==> config.mk <==
export PLATFORM = sky130hd
export DESIGN_NAME = audio_transport_ctrl
export DESIGN_NICKNAME = d
export VERILOG_FILES = /design/src/rtl/audio_pkg.sv /design/src/rtl/audio_transport_ctrl_sram_port.sv /design/src/rtl/audio_transport_ctrl.sv
export SDC_FILE = /design/constraint.sdc
export NUM_CORES = 1
export LEC_CHECK = 0
export ABC_AREA = 1
export CAP_MARGIN = 20
export CORE_MARGIN = 5
export CORE_UTILIZATION = 45
export CTS_BUF_LIST = sky130_fd_sc_hd__clkbuf_4
export DETAILED_ROUTE_END_ITERATION = 10
export HOLD_SLACK_MARGIN = 0.08
export PLACE_DENSITY = 0.7
export SETUP_SLACK_MARGIN = 0.1
export SYNTH_ARGS = -nofsm -noshare
export SYNTH_HDL_FRONTEND = slang
export SYNTH_SLANG_ARGS = --single-unit
==> constraint.sdc <==
create_clock -name clk -period 3.8 [get_ports clk]
set_input_delay 0.38 -clock clk [delete_from_list [all_inputs] [get_ports clk]]
set_output_delay 0.38 -clock clk [all_outputs]
set_load 0.05 [all_outputs]
==> src/rtl/audio_pkg.sv <==
// Shared types and defaults for the WM8731 audio transport and SRAM sequencer.
// Optional looping playback is selected with AUDIO_LOOP_PLAY_EN.
package audio_pkg;

    typedef enum logic [1:0] {
        ST_IDLE  = 2'd0,
        ST_PLAY  = 2'd1,
        ST_PAUSE = 2'd2,
        ST_REC   = 2'd3
    } state_t;

    localparam int AUDIO_ADDR_W = 18;
    localparam int AUDIO_DATA_W = 16;
    localparam logic [17:0] AUDIO_MAX_ADDR = 18'h3FFFF;

    localparam logic [1:0] ACC_NONE = 2'd0;
    localparam logic [1:0] ACC_RD   = 2'd1;
    localparam logic [1:0] ACC_WR   = 2'd2;

endpackage

==> src/rtl/audio_transport_ctrl_sram_port.sv <==
// Two-cycle SRAM read/write strobe sequencer with a single pending slot.
// Optional looping playback (AUDIO_LOOP_PLAY_EN) does not affect this block.
module sram_port
    import audio_pkg::*;
#(
    parameter int ADDR_W = AUDIO_ADDR_W,
    parameter int DATA_W = AUDIO_DATA_W
) (
    input  logic              clk,
    input  logic              rst_n,
    input  logic [1:0]        req_op_i,
    input  logic [ADDR_W-1:0] addr_i,
    input  logic [DATA_W-1:0] wdata_i,
    input  logic              flush_i,
    input  logic              kill_i,
    output logic              busy_o,
    output logic              rd_done_o,
    output logic              wr_done_o,
    output logic              drop_o,
    output logic [DATA_W-1:0] rdata_o,
    output logic [ADDR_W-1:0] sram_addr_o,
    output logic [DATA_W-1:0] sram_dq_o,
    output logic              sram_dq_oe_o,
    input  logic [DATA_W-1:0] sram_dq_i,
    output logic              sram_we_n_o,
    output logic              sram_oe_n_o
);

    logic [1:0]        phase_q;
    logic [1:0]        op_q;
    logic              live_q;
    logic [1:0]        pend_op_q, pend_op_d;
    logic [DATA_W-1:0] pend_data_q, pend_data_d;
    logic [DATA_W-1:0] rdata_q;
    logic [ADDR_W-1:0] addr_q;
    logic [DATA_W-1:0] dq_q;
    logic              dq_oe_q;
    logic              we_n_q;
    logic              oe_n_q;
    logic [1:0]        start_op;
    logic [DATA_W-1:0] start_data;
    logic              drop;
    logic              finishing;

    assign busy_o    = (phase_q != 2'd0);
    assign finishing = (phase_q == 2'd2);
    assign rd_done_o = finishing && (op_q == ACC_RD) && live_q;
    assign wr_done_o = (phase_q == 2'd1) && (op_q == ACC_WR);
    assign drop_o    = drop;
    assign rdata_o   = rdata_q;

    assign sram_addr_o  = addr_q;
    assign sram_dq_o    = dq_q;
    assign sram_dq_oe_o = dq_oe_q;
    assign sram_we_n_o  = we_n_q;
    assign sram_oe_n_o  = oe_n_q;

    // A finishing access hands the port straight to the pending request.
    always_comb begin
        start_op    = ACC_NONE;
        start_data  = wdata_i;
        drop        = 1'b0;
        pend_op_d   = pend_op_q;
        pend_data_d = pend_data_q;
        if (flush_i) begin
            pend_op_d = ACC_NONE;
        end
        if (!busy_o) begin
            start_op = req_op_i;
        end else if (finishing) begin
            if (pend_op_q != ACC_NONE && !flush_i) begin
                start_op   = pend_op_q;
                start_data = pend_data_q;
                pend_op_d  = ACC_NONE;
                drop       = (req_op_i != ACC_NONE);
            end else begin
                start_op = req_op_i;
            end
        end else if (req_op_i != ACC_NONE) begin
            if (pend_op_q != ACC_NONE && !flush_i) begin
                drop = 1'b1;
            end else begin
                pend_op_d   = req_op_i;
                pend_data_d = wdata_i;
            end
        end
    end

    always_ff @(posedge clk) begin
        if (!rst_n) begin
            phase_q     <= 2'd0;
            op_q        <= ACC_NONE;
            live_q      <= 1'b0;
            pend_op_q   <= ACC_NONE;
            pend_data_q <= '0;
            rdata_q     <= '0;
            addr_q      <= '0;
            dq_q        <= '0;
            dq_oe_q     <= 1'b0;
            we_n_q      <= 1'b1;
            oe_n_q      <= 1'b1;
        end else begin
            pend_op_q   <= pend_op_d;
            pend_data_q <= pend_data_d;
            if (kill_i) begin
                live_q <= 1'b0;
            end
            if (start_op != ACC_NONE) begin
                phase_q <= 2'd1;
                op_q    <= start_op;
                live_q  <= 1'b1;
                addr_q  <= addr_i;
                dq_q    <= start_data;
                we_n_q  <= (start_op != ACC_WR);
                dq_oe_q <= (start_op == ACC_WR);
                oe_n_q  <= (start_op != ACC_RD);
            end else if (phase_q == 2'd1) begin
                phase_q <= 2'd2;
                we_n_q  <= 1'b1;
                dq_oe_q <= 1'b0;
                if (op_q == ACC_RD) begin
                    rdata_q <= sram_dq_i;
                end
            end else if (finishing) begin
                phase_q <= 2'd0;
                op_q    <= ACC_NONE;
                oe_n_q  <= 1'b1;
            end
        end
    end

endmodule

==> src/rtl/audio_transport_ctrl.sv <==
// Transport FSM, sample pointer and record length for the board-SRAM audio path.
// Define AUDIO_LOOP_PLAY_EN to wrap playback to word 0 instead of stopping.
module audio_transport_ctrl
    import audio_pkg::*;
#(
    parameter int ADDR_W = AUDIO_ADDR_W,
    parameter int DATA_W = AUDIO_DATA_W,
    parameter logic [ADDR_W-1:0] MAX_ADDR = ADDR_W'(AUDIO_MAX_ADDR)
) (
    input  logic              clk,
    input  logic              rst_n,
    input  logic              key_play,
    input  logic              key_pause,
    input  logic              key_stop,
    input  logic              key_rec,
    input  logic              dac_req,
    output logic [DATA_W-1:0] dac_data,
    output logic              dac_valid,
    input  logic              adc_req,
    input  logic [DATA_W-1:0] adc_data,
    output logic [ADDR_W-1:0] sram_addr,
    output logic [DATA_W-1:0] sram_dq_o,
    output logic              sram_dq_oe,
    input  logic [DATA_W-1:0] sram_dq_i,
    output logic              sram_we_n,
    output logic              sram_oe_n,
    output logic [1:0]        state,
    output logic [ADDR_W:0]   rec_len,
    output logic              overrun
);

    localparam int PW = ADDR_W + 1;

    state_t            state_q, st_d;
    logic [PW-1:0]     ptr_q, ptr_d;
    logic [PW-1:0]     len_q, len_d;
    logic [PW-1:0]     ptr_inc;
    logic              ovr_q;
    logic              valid_q, valid_d;
    logic [DATA_W-1:0] data_q, data_d;
    logic [DATA_W-1:0] rdata;
    logic [1:0]        req_op;
    logic              rd_done;
    logic              wr_done;
    logic              drop;
    logic              busy;
    logic              flush;
    logic              kill;

    assign ptr_inc   = ptr_q + PW'(1);
    assign state     = state_q;
    assign rec_len   = len_q;
    assign overrun   = ovr_q;
    assign dac_valid = valid_q;
    assign dac_data  = data_q;

    always_comb begin
        st_d    = state_q;
        ptr_d   = ptr_q;
        len_d   = len_q;
        valid_d = 1'b0;
        data_d  = data_q;
        unique case (state_q)
            ST_IDLE: begin
                if (key_rec) begin
                    st_d  = ST_REC;
                    ptr_d = '0;
                    len_d = '0;
                end else if (key_play && len_q != '0) begin
                    st_d  = ST_PLAY;
                    ptr_d = '0;
                end
            end
            ST_PLAY: begin
                if (key_stop) begin
                    st_d = ST_IDLE;
                end else if (key_rec) begin
                    st_d  = ST_REC;
                    ptr_d = '0;
                    len_d = '0;
                end else if (key_pause) begin
                    st_d = ST_PAUSE;
                end
            end
            ST_PAUSE: begin
                if (key_stop) begin
                    st_d = ST_IDLE;
                end else if (key_play || key_pause) begin
                    st_d = ST_PLAY;
                end
            end
            ST_REC: begin
                if (key_stop) begin
                    st_d = ST_IDLE;
                end
            end
            default: st_d = ST_IDLE;
        endcase
        // A read that lands after stop or rec is silently discarded.
        if (rd_done && (st_d == ST_PLAY || st_d == ST_PAUSE)) begin
            valid_d = 1'b1;
            data_d  = rdata;
            ptr_d   = ptr_inc;
            if (ptr_inc == len_q) begin
`ifdef AUDIO_LOOP_PLAY_EN
                ptr_d = '0;
`else
                st_d = ST_IDLE;
`endif
            end
        end
        if (wr_done) begin
            ptr_d = ptr_inc;
            len_d = ptr_inc;
            if (ptr_q == {1'b0, MAX_ADDR}) begin
                st_d = ST_IDLE;
            end
        end
    end

    always_comb begin
        req_op = ACC_NONE;
        if (dac_req && state_q == ST_PLAY && st_d == ST_PLAY) begin
            req_op = ACC_RD;
        end else if (adc_req && state_q == ST_REC && st_d == ST_REC) begin
            req_op = ACC_WR;
        end
    end

    assign flush = (st_d != state_q) && busy;
    assign kill  = flush && (st_d == ST_IDLE || st_d == ST_REC);

    sram_port #(
        .ADDR_W (ADDR_W),
        .DATA_W (DATA_W)
    ) u_port (
        .clk          (clk),
        .rst_n        (rst_n),
        .req_op_i     (req_op),
        .addr_i       (ptr_d[ADDR_W-1:0]),
        .wdata_i      (adc_data),
        .flush_i      (flush),
        .kill_i       (kill),
        .busy_o       (busy),
        .rd_done_o    (rd_done),
        .wr_done_o    (wr_done),
        .drop_o       (drop),
        .rdata_o      (rdata),
        .sram_addr_o  (sram_addr),
        .sram_dq_o    (sram_dq_o),
        .sram_dq_oe_o (sram_dq_oe),
        .sram_dq_i    (sram_dq_i),
        .sram_we_n_o  (sram_we_n),
        .sram_oe_n_o  (sram_oe_n)
    );

    always_ff @(posedge clk) begin
        if (!rst_n) begin
            state_q <= ST_IDLE;
            ptr_q   <= '0;
            len_q   <= '0;
            ovr_q   <= 1'b0;
            valid_q <= 1'b0;
            data_q  <= '0;
        end else begin
            state_q <= st_d;
            ptr_q   <= ptr_d;
            len_q   <= len_d;
            valid_q <= valid_d;
            data_q  <= data_d;
            if (key_rec) begin
                ovr_q <= 1'b0;
            end
            if (drop) begin
                ovr_q <= 1'b1;
            end
        end
    end

endmodule

==> impl_metrics.toml <==
[run_status]
outcome = "finished, final reports clean"

[worst_setup_path]
crit_fanout = 8
crit_type = "register to register"
r2r_start = "ptr_q[1]"
crit_path_end_kind = "register"
reg2reg_setup_slack_ns = 0.37
cp.required_ns = 4.29
r2r-end = "u_port.sram_dq_o[6]"
start_kind = "register"
crit_arrival_ns = 3.93
rr_worst_depth = 24

[floorplan]
initial_utilization = 0.4611
core-area_mm2 = 0.01459
fp.dieW_um = 132.3
design.die.area_mm2 = 0.01749
die_y_um = 132.3
ioPinCount = 116
num_rows = 44

[cts]
cts_buffers = 17
cts_root_buffer = "clkbuf_4"
htreeDepth = 4
clock_latency_ns = 0.57
clk_transition_reported_paths_ns = 0.14
cts_tree = "yes"
cts.sinks = 134
clockBufferDepth = 2

[finish]
drive_gt1_frac = 0.09013
final_util = 0.5877
final_common_cell = "nand2_1"
area_delta_synth_final_pct = 27.46
nets = 1198
layout_common_cells = "nand2_1, nor2_1, inv_1"

[grt]
grt-ovfl-total = 0
grt_usage = 0.2043
grt_pass1_wl_mm = 29.57
first_global_vias = 6019
antenna_found_initial = 1
grt_max_degree = 78

[power_and_ir_drop]
p_leak_nw = 3.758
power.density_mw_per_mm2 = 375.5
ir_drop_mv = 0.2111

[sta]
fmax_ghz = 0.2913
finalHoldViolations = 0
slew_viol_final = 0
setup-tns-final_ns = 0
worst_pin_slew_ns = 0.8620
timing.hold.ws_ns = 0.4355
max-slew-margin-rel = 0.4247
fin_crit_sh = 0.9034
fin_worst_skew_ns = 0.02281
final.setup.worst_slack_ns = 0.3670
post-route-min-period_ns = 3.433
rsz0062_at_grt = "false"
setup_violations = 0

[placement]
io_buffers = 115
finalWeightedCongestion = 0.9428
hpwl_mm = 12.78
pre_cts_slack_ns = 0.3029

[logic_synthesis]
netlist_instances = 1036
syn_nets = 1082
netlist_area_mm2 = 0.006726
synth_warnings = 0
ys_types = 35
async_flop_share = 0
synthFlopType = "dfxtp_1"
synth_edf_count = 0
synth-seq-cells = 134
ys_seq_area_frac = 0.3988
avgSynthCellArea_um2 = 6.493

[routing]
post_drt_wl_per_cell_um = 14.07
first_pass_iters = 5
routed_wl_mm = 19.00
drc_errors = 0
first_iter_violations = 481
ant_nets = 0
route.vias.total = 6794
viasPerCell = 5.033

[min_path]
hold_start = "sram_dq_i[10]"
min-delay-path-class = "input port to register"
hold_end = "u_port.rdata_o[10]"
hold_depth = 5

[flow_run]
cap_violations = 0
power by group:
group / switching [mW] / internal, mW
sequential: 0.0335 / 1.45
combinational: 0.434 / 0.239
clock: 0.592 / 0.471
total: 1.06 / 2.16
layer usage:
metal / vias up / GRT usage / part of all wire
met5: - / 0 / 0
met1: 3047 / 0.2700 / 0.46
met3: 37 / 0.05153 / 0.058
met2: 197 / 0.3226 / 0.46
met4: 0 / 0.07692 / 0.020
li1: 3513 / - / -
critical path, stage by stage, from the launching register on:
cell and delay (ns):
dfxtp_2 0.40, ha_4 0.15, nand2_2 0.08, nor2_4 0.25, nand2_2 0.11, nor2_4 0.18, nand3b_4 0.11, nand2_2 0.10
nand2_1 0.05, nand2_1 0.07, nand2_1 0.06, nor2_2 0.13, nand3_2 0.14, nand2_2 0.12, inv_1 0.06, ha_1 0.19
nand4_1 0.12, buf_4 0.13, nor2_1 0.05, inv_1 0.11, nand2_4 0.09, nor2_8 0.25, clkbuf_16 0.22, o21ai_0 0.07
nor2_1 0.13
registers in the layout, indices dropped and copies added, names as in the netlist, 2 cells and up:
name,count
dac_data,16
ptr_q,19
rec_len,19
state,2
u_port.op_q,2
u_port.pend_data_q,16
u_port.pend_op_q,2
u_port.phase_q,2
u_port.rdata_o,16
u_port.sram_addr_o,18
u_port.sram_dq_o,16
layout make-up:
type / instances / area [um^2]
clock buffer: 17 / 127.6
timing repair buffer: 140 / 1444
tap: 184 / 230.2
sequential: 134 / 2689
fill: 1391 / 6016
multi-input combinational: 724 / 3379
inverter: 135 / 506.7
clock inverter: 15 / 193.9
antenna: 1 / 2.502
Yosys cell counts (all sizes together) (3+ instances only):
| cell type | number | share of area |
|---|---|---|
| a21oi | 52 | 0.039 |
| a31oi | 3 | 0.0028 |
| buf | 12 | 0.015 |
| clkbuf | 31 | 0.017 |
| dfxtp | 134 | 0.40 |
| ha | 6 | 0.011 |
| inv | 134 | 0.075 |
| nand2 | 267 | 0.15 |
| nand3 | 74 | 0.057 |
| nand4 | 10 | 0.0093 |
| nor2 | 181 | 0.11 |
| o21a | 4 | 0.0045 |
| o21ai | 104 | 0.077 |
| o22ai | 12 | 0.011 |
kinds of logic (layout without fill, tap and decap cells):
logic type      after synthesis  count (layout)  synth area share
simple gates                539             539            0.3411
compound gates              179             179            0.1406
buf+inv                     178             307            0.1083
flops                       134             134            0.3988
fa+ha+maj                     6               6           0.01116
other cells                   0               1                 0
worst max path at each step:
| stage | from | to | cells after the start |
|---|---|---|---|
| after CTS | ptr_q[0] | u_port.sram_dq_o[8] | 25 |
| final | ptr_q[1] | u_port.sram_dq_o[6] | 24 |
| after global placement | ptr_q[0] | u_port.rdata_o[15] | 26 |
| after floorplan | state[0] | u_port.rdata_o[10] | 21 |
| after detailed placement | ptr_q[0] | u_port.rdata_o[15] | 26 |
| after global routing | ptr_q[4] | u_port.sram_dq_o[8] | 24 |
repair_timing:
item                       4_1_cts  5_1_grt
gates resized for setup          0       21
setup endpoints to repair        0       54
hold buffers                     0        0
setup buffers                    0        3
metrics by stage:
| step | power (mW) | std cells | cell area [um^2] |
|---|---|---|---|
| after global placement | 2.147 | 1307 | 8014 |
| after global routing | 3.364 | 1350 | 8573 |
| final | 3.219 | 1350 | 8573 |
| after detailed placement | 2.152 | 1308 | 8029 |
| after floorplan | 1.946 | 1036 | 6726 |
| after CTS | 3.211 | 1340 | 8351 |
Power figures use the tool's default switching activity.
